`config.mk`:
```
export PLATFORM = sky130hd
export DESIGN_NAME = stopwatch_controller_flat
export DESIGN_NICKNAME = d
export VERILOG_FILES = /design/src/rtl/stopwatch_pkg.sv /design/src/rtl/stopwatch_controller_if.sv /design/src/rtl/bcd_digit_counter.sv /design/src/rtl/stopwatch_controller.sv /design/src/flat_wrapper.sv
export SDC_FILE = /design/constraint.sdc
export NUM_CORES = 1
export LEC_CHECK = 0
export ABC_AREA = 0
export CAP_MARGIN = 20
export CORE_MARGIN = 8
export CORE_UTILIZATION = 38
export CTS_BUF_LIST = sky130_fd_sc_hd__clkbuf_8
export DETAILED_ROUTE_END_ITERATION = 16
export HOLD_SLACK_MARGIN = 0.08
export PLACE_DENSITY = 0.71
export SETUP_SLACK_MARGIN = 0.2
export SYNTH_ARGS = -nofsm -noshare
export SYNTH_HDL_FRONTEND = slang
export SYNTH_SLANG_ARGS = --single-unit
```
`constraint.sdc`:
```
create_clock -name CLOCK_50_I -period 3.2 [get_ports CLOCK_50_I]
set_clock_uncertainty 0.15 [all_clocks]
set_input_delay 0.64 -clock CLOCK_50_I [delete_from_list [all_inputs] [get_ports CLOCK_50_I]]
set_output_delay 0.64 -clock CLOCK_50_I [all_outputs]
set_load 0.1 [all_outputs]
```
`src/rtl/stopwatch_pkg.sv`:
```
// Shared types and constants for the MM:SS stopwatch controller.
package stopwatch_pkg;

  typedef enum logic [1:0] {
    S_IDLE  = 2'd0,
    S_RUN   = 2'd1,
    S_PAUSE = 2'd2,
    S_LAP   = 2'd3
  } sw_state_e;

  typedef struct packed {
    logic [3:0] min_tens;
    logic [3:0] min_ones;
    logic [3:0] sec_tens;
    logic [3:0] sec_ones;
  } bcd_time_t;

  localparam logic [3:0] ONES_MAX     = 4'd9;
  localparam logic [3:0] SEC_TENS_MAX = 4'd5;
  localparam logic [3:0] MIN_TENS_MAX = 4'd5;

  function automatic logic is_running(input sw_state_e s);
    return (s == S_RUN) || (s == S_LAP);
  endfunction

endpackage

```
`src/rtl/stopwatch_controller_if.sv`:
```
// Command pulses in, time/status out; slave side is the controller.
interface stopwatch_controller_if;

  logic        start_stop_i;
  logic        lap_i;
  logic        clear_i;
  logic [15:0] live_bcd_o;
  logic [15:0] disp_bcd_o;
  logic        running_o;
  logic        lap_active_o;
  logic        wrap_o;
  logic [1:0]  state_o;

  modport master (
    output start_stop_i, lap_i, clear_i,
    input  live_bcd_o, disp_bcd_o, running_o, lap_active_o, wrap_o, state_o
  );

  modport slave (
    input  start_stop_i, lap_i, clear_i,
    output live_bcd_o, disp_bcd_o, running_o, lap_active_o, wrap_o, state_o
  );

endinterface

```
`src/rtl/bcd_digit_counter.sv`:
```
// One BCD digit of the time chain: counts 0..max_i on en_i, carry when rolling over.
module bcd_digit_counter (
  input  logic       clk_i,
  input  logic       rst_ni,
  input  logic       clr_i,
  input  logic       en_i,
  input  logic [3:0] max_i,
  output logic [3:0] digit_o,
  output logic       carry_o
);

  logic [3:0] digit_q;
  logic [3:0] digit_d;

  // Rolling over on ">=" also recovers a corrupted digit to 0 instead of leaving it non-BCD.
  assign carry_o = en_i && (digit_q >= max_i);
  assign digit_o = digit_q;

  always_comb begin
    digit_d = digit_q;
    if (clr_i) begin
      digit_d = 4'd0;
    end else if (en_i) begin
      if (digit_q >= max_i) begin
        digit_d = 4'd0;
      end else begin
        digit_d = digit_q + 4'd1;
      end
    end else begin
      digit_d = digit_q;
    end
  end

  always_ff @(posedge clk_i or negedge rst_ni) begin
    if (!rst_ni) begin
      digit_q <= 4'd0;
    end else begin
      digit_q <= digit_d;
    end
  end

endmodule

```
`src/rtl/stopwatch_controller.sv`:
```
// MM:SS stopwatch with start/stop, clear and (with STOPWATCH_LAP_EN defined) a lap-freeze display.
module stopwatch_controller
  import stopwatch_pkg::*;
#(
  parameter int unsigned TICK_DIV = 50000000
) (
  input  logic                         CLOCK_50_I,
  input  logic                         resetn,
  stopwatch_controller_if.slave        sw
);

  localparam int DIV_W = (TICK_DIV > 1) ? $clog2(TICK_DIV) : 1;
  localparam logic [DIV_W-1:0] DIV_LAST = DIV_W'(TICK_DIV - 1);
  localparam logic [DIV_W-1:0] DIV_ZERO = {DIV_W{1'b0}};

  sw_state_e        state_q, state_d;
  logic [DIV_W-1:0] div_q, div_d;
  logic             wrap_q;
  logic             running_s;
  logic             tick_s;
  logic             clr_s;
  logic             cmd_clr_s, cmd_ss_s, cmd_lap_s;
  logic [3:0]       carry_s;
  bcd_time_t        time_s;

  // Priority resolution: the highest asserted command wins, the rest are dropped.
  assign cmd_clr_s = sw.clear_i;
  assign cmd_ss_s  = !sw.clear_i && sw.start_stop_i;

  assign running_s = is_running(state_q);
  assign tick_s    = running_s && (div_q == DIV_LAST);

  always_comb begin
    state_d = state_q;
    clr_s   = 1'b0;
    case (state_q)
      S_IDLE: begin
        if (cmd_ss_s) state_d = S_RUN;
        else          state_d = S_IDLE;
      end
      S_RUN: begin
        if (cmd_ss_s)       state_d = S_PAUSE;
        else if (cmd_lap_s) state_d = S_LAP;
        else                state_d = S_RUN;
      end
      S_LAP: begin
        if (cmd_ss_s)       state_d = S_PAUSE;
        else if (cmd_lap_s) state_d = S_RUN;
        else                state_d = S_LAP;
      end
      S_PAUSE: begin
        if (cmd_clr_s) begin
          state_d = S_IDLE;
          clr_s   = 1'b1;
        end else if (cmd_ss_s) begin
          state_d = S_RUN;
        end else begin
          state_d = S_PAUSE;
        end
      end
      default: state_d = S_IDLE;
    endcase
  end

  // Divider keeps the partial second across PAUSE so resuming finishes that second.
  always_comb begin
    div_d = div_q;
    if (clr_s) begin
      div_d = DIV_ZERO;
    end else if (running_s) begin
      if (tick_s) div_d = DIV_ZERO;
      else        div_d = div_q + DIV_W'(1);
    end else if (state_q == S_PAUSE) begin
      div_d = div_q;
    end else begin
      div_d = DIV_ZERO;
    end
  end

  always_ff @(posedge CLOCK_50_I or negedge resetn) begin
    if (!resetn) begin
      state_q <= S_IDLE;
      div_q   <= DIV_ZERO;
      wrap_q  <= 1'b0;
    end else begin
      state_q <= state_d;
      div_q   <= div_d;
      wrap_q  <= carry_s[3];
    end
  end

  bcd_digit_counter u_sec_ones (
    .clk_i(CLOCK_50_I), .rst_ni(resetn), .clr_i(clr_s), .en_i(tick_s),
    .max_i(ONES_MAX), .digit_o(time_s.sec_ones), .carry_o(carry_s[0])
  );

  bcd_digit_counter u_sec_tens (
    .clk_i(CLOCK_50_I), .rst_ni(resetn), .clr_i(clr_s), .en_i(carry_s[0]),
    .max_i(SEC_TENS_MAX), .digit_o(time_s.sec_tens), .carry_o(carry_s[1])
  );

  bcd_digit_counter u_min_ones (
    .clk_i(CLOCK_50_I), .rst_ni(resetn), .clr_i(clr_s), .en_i(carry_s[1]),
    .max_i(ONES_MAX), .digit_o(time_s.min_ones), .carry_o(carry_s[2])
  );

  bcd_digit_counter u_min_tens (
    .clk_i(CLOCK_50_I), .rst_ni(resetn), .clr_i(clr_s), .en_i(carry_s[2]),
    .max_i(MIN_TENS_MAX), .digit_o(time_s.min_tens), .carry_o(carry_s[3])
  );

`ifdef STOPWATCH_LAP_EN
  bcd_time_t lap_q, lap_d;

  assign cmd_lap_s = !sw.clear_i && !sw.start_stop_i && sw.lap_i;

  // Lap register snapshots the time shown just before the RUN->LAP edge.
  always_comb begin
    lap_d = lap_q;
    if (clr_s) begin
      lap_d = bcd_time_t'(16'h0000);
    end else if ((state_q == S_RUN) && cmd_lap_s) begin
      lap_d = time_s;
    end else begin
      lap_d = lap_q;
    end
  end

  always_ff @(posedge CLOCK_50_I or negedge resetn) begin
    if (!resetn) begin
      lap_q <= bcd_time_t'(16'h0000);
    end else begin
      lap_q <= lap_d;
    end
  end

  assign sw.disp_bcd_o = (state_q == S_LAP) ? lap_q : time_s;
`else
  logic unused_lap_s;

  assign unused_lap_s  = sw.lap_i;
  assign cmd_lap_s     = 1'b0;
  assign sw.disp_bcd_o = time_s;
`endif

  assign sw.live_bcd_o   = time_s;
  assign sw.running_o    = running_s;
  assign sw.lap_active_o = (state_q == S_LAP);
  assign sw.wrap_o       = wrap_q;
  assign sw.state_o      = state_q;

endmodule

```
`src/flat_wrapper.sv`:
```
// flat-port wrapper written by rule: the top's interface ports become plain ports
module stopwatch_controller_flat import stopwatch_pkg::*;
#(
  parameter int unsigned TICK_DIV = 50000000
)
  (CLOCK_50_I, resetn, sw_start_stop_i, sw_lap_i, sw_clear_i, sw_live_bcd_o, sw_disp_bcd_o, sw_running_o, sw_lap_active_o, sw_wrap_o, sw_state_o);
  stopwatch_controller_if sw_i ();
  input  logic CLOCK_50_I;
  input  logic resetn;
  input wire logic [$bits(sw_i.start_stop_i)-1:0] sw_start_stop_i;
  input wire logic [$bits(sw_i.lap_i)-1:0] sw_lap_i;
  input wire logic [$bits(sw_i.clear_i)-1:0] sw_clear_i;
  output wire logic [$bits(sw_i.live_bcd_o)-1:0] sw_live_bcd_o;
  output wire logic [$bits(sw_i.disp_bcd_o)-1:0] sw_disp_bcd_o;
  output wire logic [$bits(sw_i.running_o)-1:0] sw_running_o;
  output wire logic [$bits(sw_i.lap_active_o)-1:0] sw_lap_active_o;
  output wire logic [$bits(sw_i.wrap_o)-1:0] sw_wrap_o;
  output wire logic [$bits(sw_i.state_o)-1:0] sw_state_o;
  assign sw_i.start_stop_i = sw_start_stop_i;
  assign sw_i.lap_i = sw_lap_i;
  assign sw_i.clear_i = sw_clear_i;
  assign sw_live_bcd_o = sw_i.live_bcd_o;
  assign sw_disp_bcd_o = sw_i.disp_bcd_o;
  assign sw_running_o = sw_i.running_o;
  assign sw_lap_active_o = sw_i.lap_active_o;
  assign sw_wrap_o = sw_i.wrap_o;
  assign sw_state_o = sw_i.state_o;
  stopwatch_controller #(.TICK_DIV(TICK_DIV)) u_core (.CLOCK_50_I(CLOCK_50_I), .resetn(resetn), .sw(sw_i));
endmodule
```
==> results of run 1 <==
## metal layers
metal / global-route usage / vias to the layer above / wire length, µm
met2: 0.208 / 61 / 3120
met4: 0.0372 / 0 / 34
li1: - / 1162 / -
met5: 0 / - / 0
met3: 0.0334 / 4 / 429
met1: 0.149 / 1180 / 2910
## layout make-up
cell class	instances	area share
repair buffers	49	0.118
clock inverters	1	0.00117
inverters	11	0.0128
well taps	99	0.0385
flip-flops and latches	45	0.350
clock buffers	6	0.0257
multi-input cells	218	0.454
## stage by stage
| step | instance area, µm² | instances | setup slack (ns) | power, W |
|---|---|---|---|---|
| floorplan | 2820 | 307 | 0.251 | 0.00213 |
| global placement | 3110 | 420 | 0.636 | 0.00237 |
| detailed placement | 3110 | 421 | 0.626 | 0.00240 |
| CTS | 3200 | 428 | 0.596 | 0.00276 |
| global route | 3220 | 429 | 0.458 | 0.00288 |
| finish | 3220 | 429 | 0.595 | 0.00274 |
## worst paths after layout
check                                          endpoint  cells after the start             start
setup / recovery           u_core.u_min_ones.digit_o[3]                      5  u_core.div_q[10]
hold / removal             u_core.u_sec_tens.digit_o[0]                      1            resetn
setup reg to reg           u_core.u_min_ones.digit_o[3]                      5  u_core.div_q[10]
hold reg to reg                        u_core.div_q[23]                      1  u_core.div_q[23]
max in group asynchronous              u_core.div_q[18]                      2            resetn
min in group CLOCK_50_I                u_core.div_q[23]                      1  u_core.div_q[23]
## where the power goes
| part | switching [W] | internal (W) |
|---|---|---|
| logic | 0.00123 | 0.000345 |
| clock network | 0.000189 | 0.000169 |
| registers | 0.000145 | 0.000666 |
## logic make-up after synthesis
logic type,synth area share
flops,0.399
fa+ha+maj,0.0577
mux,0.0182
compound gates,0.181
simple gates,0.248
buf+inv,0.0843
xor+xnor,0.0124
## state kept, by name, summed over array words and instances, names as in the netlist
signal and flops:
u_core.div_q 26, u_core.u_min_ones.digit_o 4, u_core.u_min_tens.digit_o 4, u_core.u_sec_ones.digit_o 4, u_core.u_sec_tens.digit_o 4, u_core.sw.state_o 2
u_core.sw.wrap_o 1
## placed cells by master (no fill, tap or decap), types with 6 or more instances in the layout
cell type,count
nor2_1,10
a21oi_1,28
and2_1,6
nand2_1,19
buf_4,44
ha_1,13
o21ai_0,13
nand3_1,20
dfrtp_1,45
a21o_1,6
and3_1,6
inv_1,12
a22o_1,8
clkbuf_8,6
nand4_1,18
a31oi_1,12
==> run summary, run 1 <==
Run status -> finished clean
Core Area -> 0.00721 mm²
Clk root buf -> clkbuf_8
Final Cycle Share -> 0.814
Clock Path Buffers -> 2
Vias in the first global route -> 2198
Hold slack -> 0.0939 ns
R2r setup slk -> 0.59 ns
Post-CTS Resized -> 0
Netlist Area Pre-Place -> 0.00282 mm²
Post-Syn Nets -> 325
Area of the multi-input gates -> 0.00146 mm²
Full die area -> 0.0104 mm²
Fillers -> 687
Worst Setup Start Kind -> register
Gpl congestion -> 0.805
Async set-reset flop share out of synthesis -> 1.00
Leak Pwr -> 1.50 nW
Pwr Density -> 852 mW/mm²
Cell taking the most area after synthesis -> dfrtp_1
Cts hold-fix bufs -> 0
Fin nets -> 348
Slew of the pin with the lowest slew margin -> 0.744 ns
Final HPWL DP -> 4.44 mm
Number of synthesized register bits -> 45
Synthesis Warnings -> 0
Type of the worst setup path -> reg -> reg
Core Rows -> 31
Via density -> 5.61
Via count -> 2407
H-tree Lvls -> 2
Post-route minimum period -> 2.61 ns
Crit path required time -> 3.27 ns
First-pass GRT wire length -> 10.5 mm
Die H -> 102 µm
Critical-path maximum fanout -> 19
Top post-synthesis cells by area -> dfrtp_1, ha_1, a21oi_1, buf_4, nand4_1
Sink Count -> 45
CP cell instances -> nor4_4, nand4_2, or3_1, or4_1, a21oi_1
Initial antenna violation count -> 0
Layout overhead on the synthesized area -> 14.2%
Synth Instances -> 307
CP max-delay cell -> or3_1
Crit path largest cell delay -> 0.67 ns
RSZ-0062 raised after global routing -> no
FF+latch area -> 0.00113 mm²
Finish-stage setup viols -> 0
CP bufs+invs -> 0
Die W -> 102 µm
Crit path DAT -> 2.67 ns
Clock latency on the worst-skew pair -> 0.29 ns
Syn_area_per_cell -> 9.19 µm²
Sequential area share after synthesis -> 0.399
EDFF count, synth -> 0
Routed wire length per instance -> 15.1 µm
Share of post-route cells with drive strength above 1 -> 0.182
Worst-path clk slew -> 0.08 ns
Slew Limit Fails -> 0
DRC -> 0
Max Cap Viol -> 0
Delay-heaviest family, CP -> simple AND/OR/NAND/NOR gates
Fmax -> 0.384 GHz
TritonRoute pass-1 iters -> 4
Final hold vios -> 0
Final Core Density -> 0.446
Relative slew slack -> 0.500
GR Overflow Total -> 0
Largest net degree at the start of global routing -> 46
Initial Utilization -> 0.391
CTS tree -> built
Netlist cell types -> 47
Initial DRC Count -> 160
# IOs -> 42
HP Class -> in -> async
Post-CTS Setup Inserts -> 0
IO buf count -> 40
Most common cell in the netlist -> dfrtp_1
Most used DFF post-synth -> dfrtp_1
Antenna-violating nets left -> 0
Total routed wirelength -> 6.49 mm
CTS Buf Count -> 5
Synth top area share -> 0.399
VDD IR max -> 0.482 mV
TNS Setup -> 0 ns
CP endpoint kind -> register
Top post-synthesis cells by count -> dfrtp_1, a21oi_1, nand3_1
Total track usage -> 0.123
N_diodes -> 0
Power figures use the tool's default switching activity.
==> run 2: changes to the inputs <==
==> constraint.sdc (replaced) <==
create_clock -name CLOCK_50_I -period 2.4 [get_ports CLOCK_50_I]
set_clock_uncertainty 0.15 [all_clocks]
set_input_delay 0.48 -clock CLOCK_50_I [delete_from_list [all_inputs] [get_ports CLOCK_50_I]]
set_output_delay 0.48 -clock CLOCK_50_I [all_outputs]
set_load 0.1 [all_outputs]
==> run 2 against run 1 <==
  * Register-to-register slack got worse by 0.35 ns
  * Worst setup slack got worse by 0.35 ns
  * Non-clock buffer count up 17
  * Die area unchanged
  * Combinational power grew 39%
  * Fmax rose by 21%
  * Final cell count rose by 4.4%
==> run summary, run 2 (synthesized netlist as in run 1, its figures left out) <==
Worst Setup Start Kind -> register
Flop pwr share -> 0.290
Final Cycle Share -> 0.898
Slew of the pin with the lowest slew margin -> 0.713 ns
Core Rows -> 31
Total routed wirelength -> 6.68 mm
DRC -> 0
Crit path DAT -> 2.19 ns
TNS Setup -> 0 ns
Clock latency on the worst-skew pair -> 0.30 ns
Gr busiest metal -> met2
CP endpoint kind -> register
Total power -> 0.00381 W
Routed wire length per instance -> 14.9 µm
Max reg flops -> 26
Max Cap Viol -> 0
Vias in the first global route -> 2338
Via count -> 2499
Finish-stage setup viols -> 0
Crit path required time -> 2.43 ns
Initial Utilization -> 0.391
Die H -> 102 µm
Worst-path clk slew -> 0.09 ns
Initial antenna violation count -> 0
Slew Limit Fails -> 0
Relative slew slack -> 0.522
Internal power -> 0.00169 W
CTS Buf Count -> 5
CTS tree -> built
Largest net degree at the start of global routing -> 26
R2r setup slk -> 0.25 ns
Pwr Density -> 1100 mW/mm²
Clock Path Buffers -> 2
Share of post-route cells with drive strength above 1 -> 0.295
TritonRoute pass-1 iters -> 4
Worst setup margin -> 0.246 ns
# IOs -> 42
Core Area -> 0.00721 mm²
Fin nets -> 366
CP max-delay cell -> or3_2
Crit path largest cell delay -> 0.50 ns
CP cell instances -> nor4_4, nand4_4, or3_2, buf_4, o21ai_0, a21oi_1
Post-route minimum period -> 2.15 ns
Met1 Use GR -> 0.150
Sink Count -> 45
IO buf count -> 40
Final hold vios -> 0
Layout overhead on the synthesized area -> 23.0%
Clock network power share -> 0.136
Fillers -> 679
Final Core Density -> 0.481
HP Class -> reg -> reg
Reg with most FFs -> u_core.div_q
Leak Pwr -> 1.56 nW
GR Overflow Total -> 0
H-tree Lvls -> 2
N_diodes -> 0
Clk root buf -> clkbuf_8
Critical-path maximum fanout -> 5
Type of the worst setup path -> reg -> reg
Net Sw Frac -> 0.555
Full die area -> 0.0104 mm²
Commonest non-fill, non-tap cell in the layout -> buf_4
Run status -> finished clean
RSZ-0062 raised after global routing -> yes
VDD IR max -> 0.496 mV
Grt met3 use -> 0.0320
Antenna-violating nets left -> 0
Fmax -> 0.464 GHz
Most frequent cells in the layout -> buf_4, dfrtp_1, a21oi_1
Final HPWL DP -> 4.74 mm
First-pass GRT wire length -> 10.9 mm
NetSw -> 0.00211 W
Gpl congestion -> 0.815
M2 GR Usage -> 0.217
Via density -> 5.58
Die W -> 102 µm
Initial DRC Count -> 137
Combinational share of power -> 0.574
Placement Setup Slack -> 0.117 ns
Total track usage -> 0.128
-- run 2: cell count changes in the layout (fill, tap and decap cells not counted), sizes merged --
| cell | previous run | this run |
|---|---|---|
| buf | 47 | 63 |
| clkbuf | 6 | 7 |
| clkinv | 0 | 1 |
| dlygate4sd3 | 0 | 1 |
| inv | 12 | 11 |
| or3 | 3 | 4 |
-- run 2: power groups by stage --
stage          Sequential (W)  Clock (W)  Combinational (W)
6_report              0.00110   0.000519            0.00219
3_3_place_gp          0.00111          0            0.00215
2_1_floorplan         0.00166          0            0.00120
3_5_place_dp          0.00111          0            0.00218
5_1_grt               0.00114   0.000556            0.00230
4_1_cts               0.00110   0.000534            0.00218
-- run 2: timing repair --
| item | 4_1_cts | 5_1_grt |
|---|---|---|
| setup buffers | 0 | 4 |
| setup endpoints to repair | 11 | 17 |
| endpoints found under the hold margin | 20 | 0 |
| gates resized for setup | 1 | 12 |
| cloned | 0 | 1 |
| hold buffers | 1 | 0 |
| pin swaps | 0 | 4 |
-- run 2: metal layers --
metal,vias to the layer above,share of wire
met5,-,0
li1,1205,-
met2,62,0.50
met3,2,0.068
met4,0,0.0054
met1,1230,0.43
-- run 2: through the flow --
step	hold WS (ns)	instance area, µm²	instances
after floorplan	0.0344	2860	307
after global placement	0.320	3270	434
after detailed placement	0.334	3270	434
after CTS	0.345	3390	443
after global routing	0.363	3470	448
final	0.343	3470	448
-- run 2: worst max-delay path, delay by kind of cell, from the launching register on --
family,cells,cell delay (ns)
AO/OA/AOI/OAI,2,0.23
buffers and inverters,1,0.16
flip-flops,1,0.44
AND/OR/NAND/NOR,3,1.05
-- run 2: worst paths after layout --
check                                  from                           end  depth (start not counted)
min                        u_core.div_q[23]              u_core.div_q[23]                          1
max                         u_core.div_q[8]  u_core.u_min_tens.digit_o[1]                          6
max in group asynchronous            resetn               u_core.div_q[9]                          3
min in group asynchronous            resetn               u_core.div_q[4]                          2
max reg2reg                 u_core.div_q[8]  u_core.u_min_tens.digit_o[1]                          6
min reg2reg                u_core.div_q[23]              u_core.div_q[23]                          1
-- run 2: cell type report --
type / count / area, µm² / area share
timing repair buffer: 66 / 529 / 0.153
clock inverter: 1 / 5.00 / 0.00144
sequential: 45 / 1150 / 0.331
clock buffer: 7 / 96.3 / 0.0278
tap: 99 / 124 / 0.0357
multi-input combinational: 219 / 1520 / 0.439
inverter: 11 / 41.3 / 0.0119
==> run 3: changes to the inputs <==
--- a/config.mk
+++ b/config.mk
@@ -10,6 +10,7 @@
 export CORE_MARGIN = 8
 export CORE_UTILIZATION = 38
 export CTS_BUF_LIST = sky130_fd_sc_hd__clkbuf_8
+export CTS_CLUSTER_SIZE = 28
 export DETAILED_ROUTE_END_ITERATION = 16
 export HOLD_SLACK_MARGIN = 0.08
 export PLACE_DENSITY = 0.71
==> results of run 3 <==
Same layout as run 2: the final DEF is identical, and so are final timing and power.
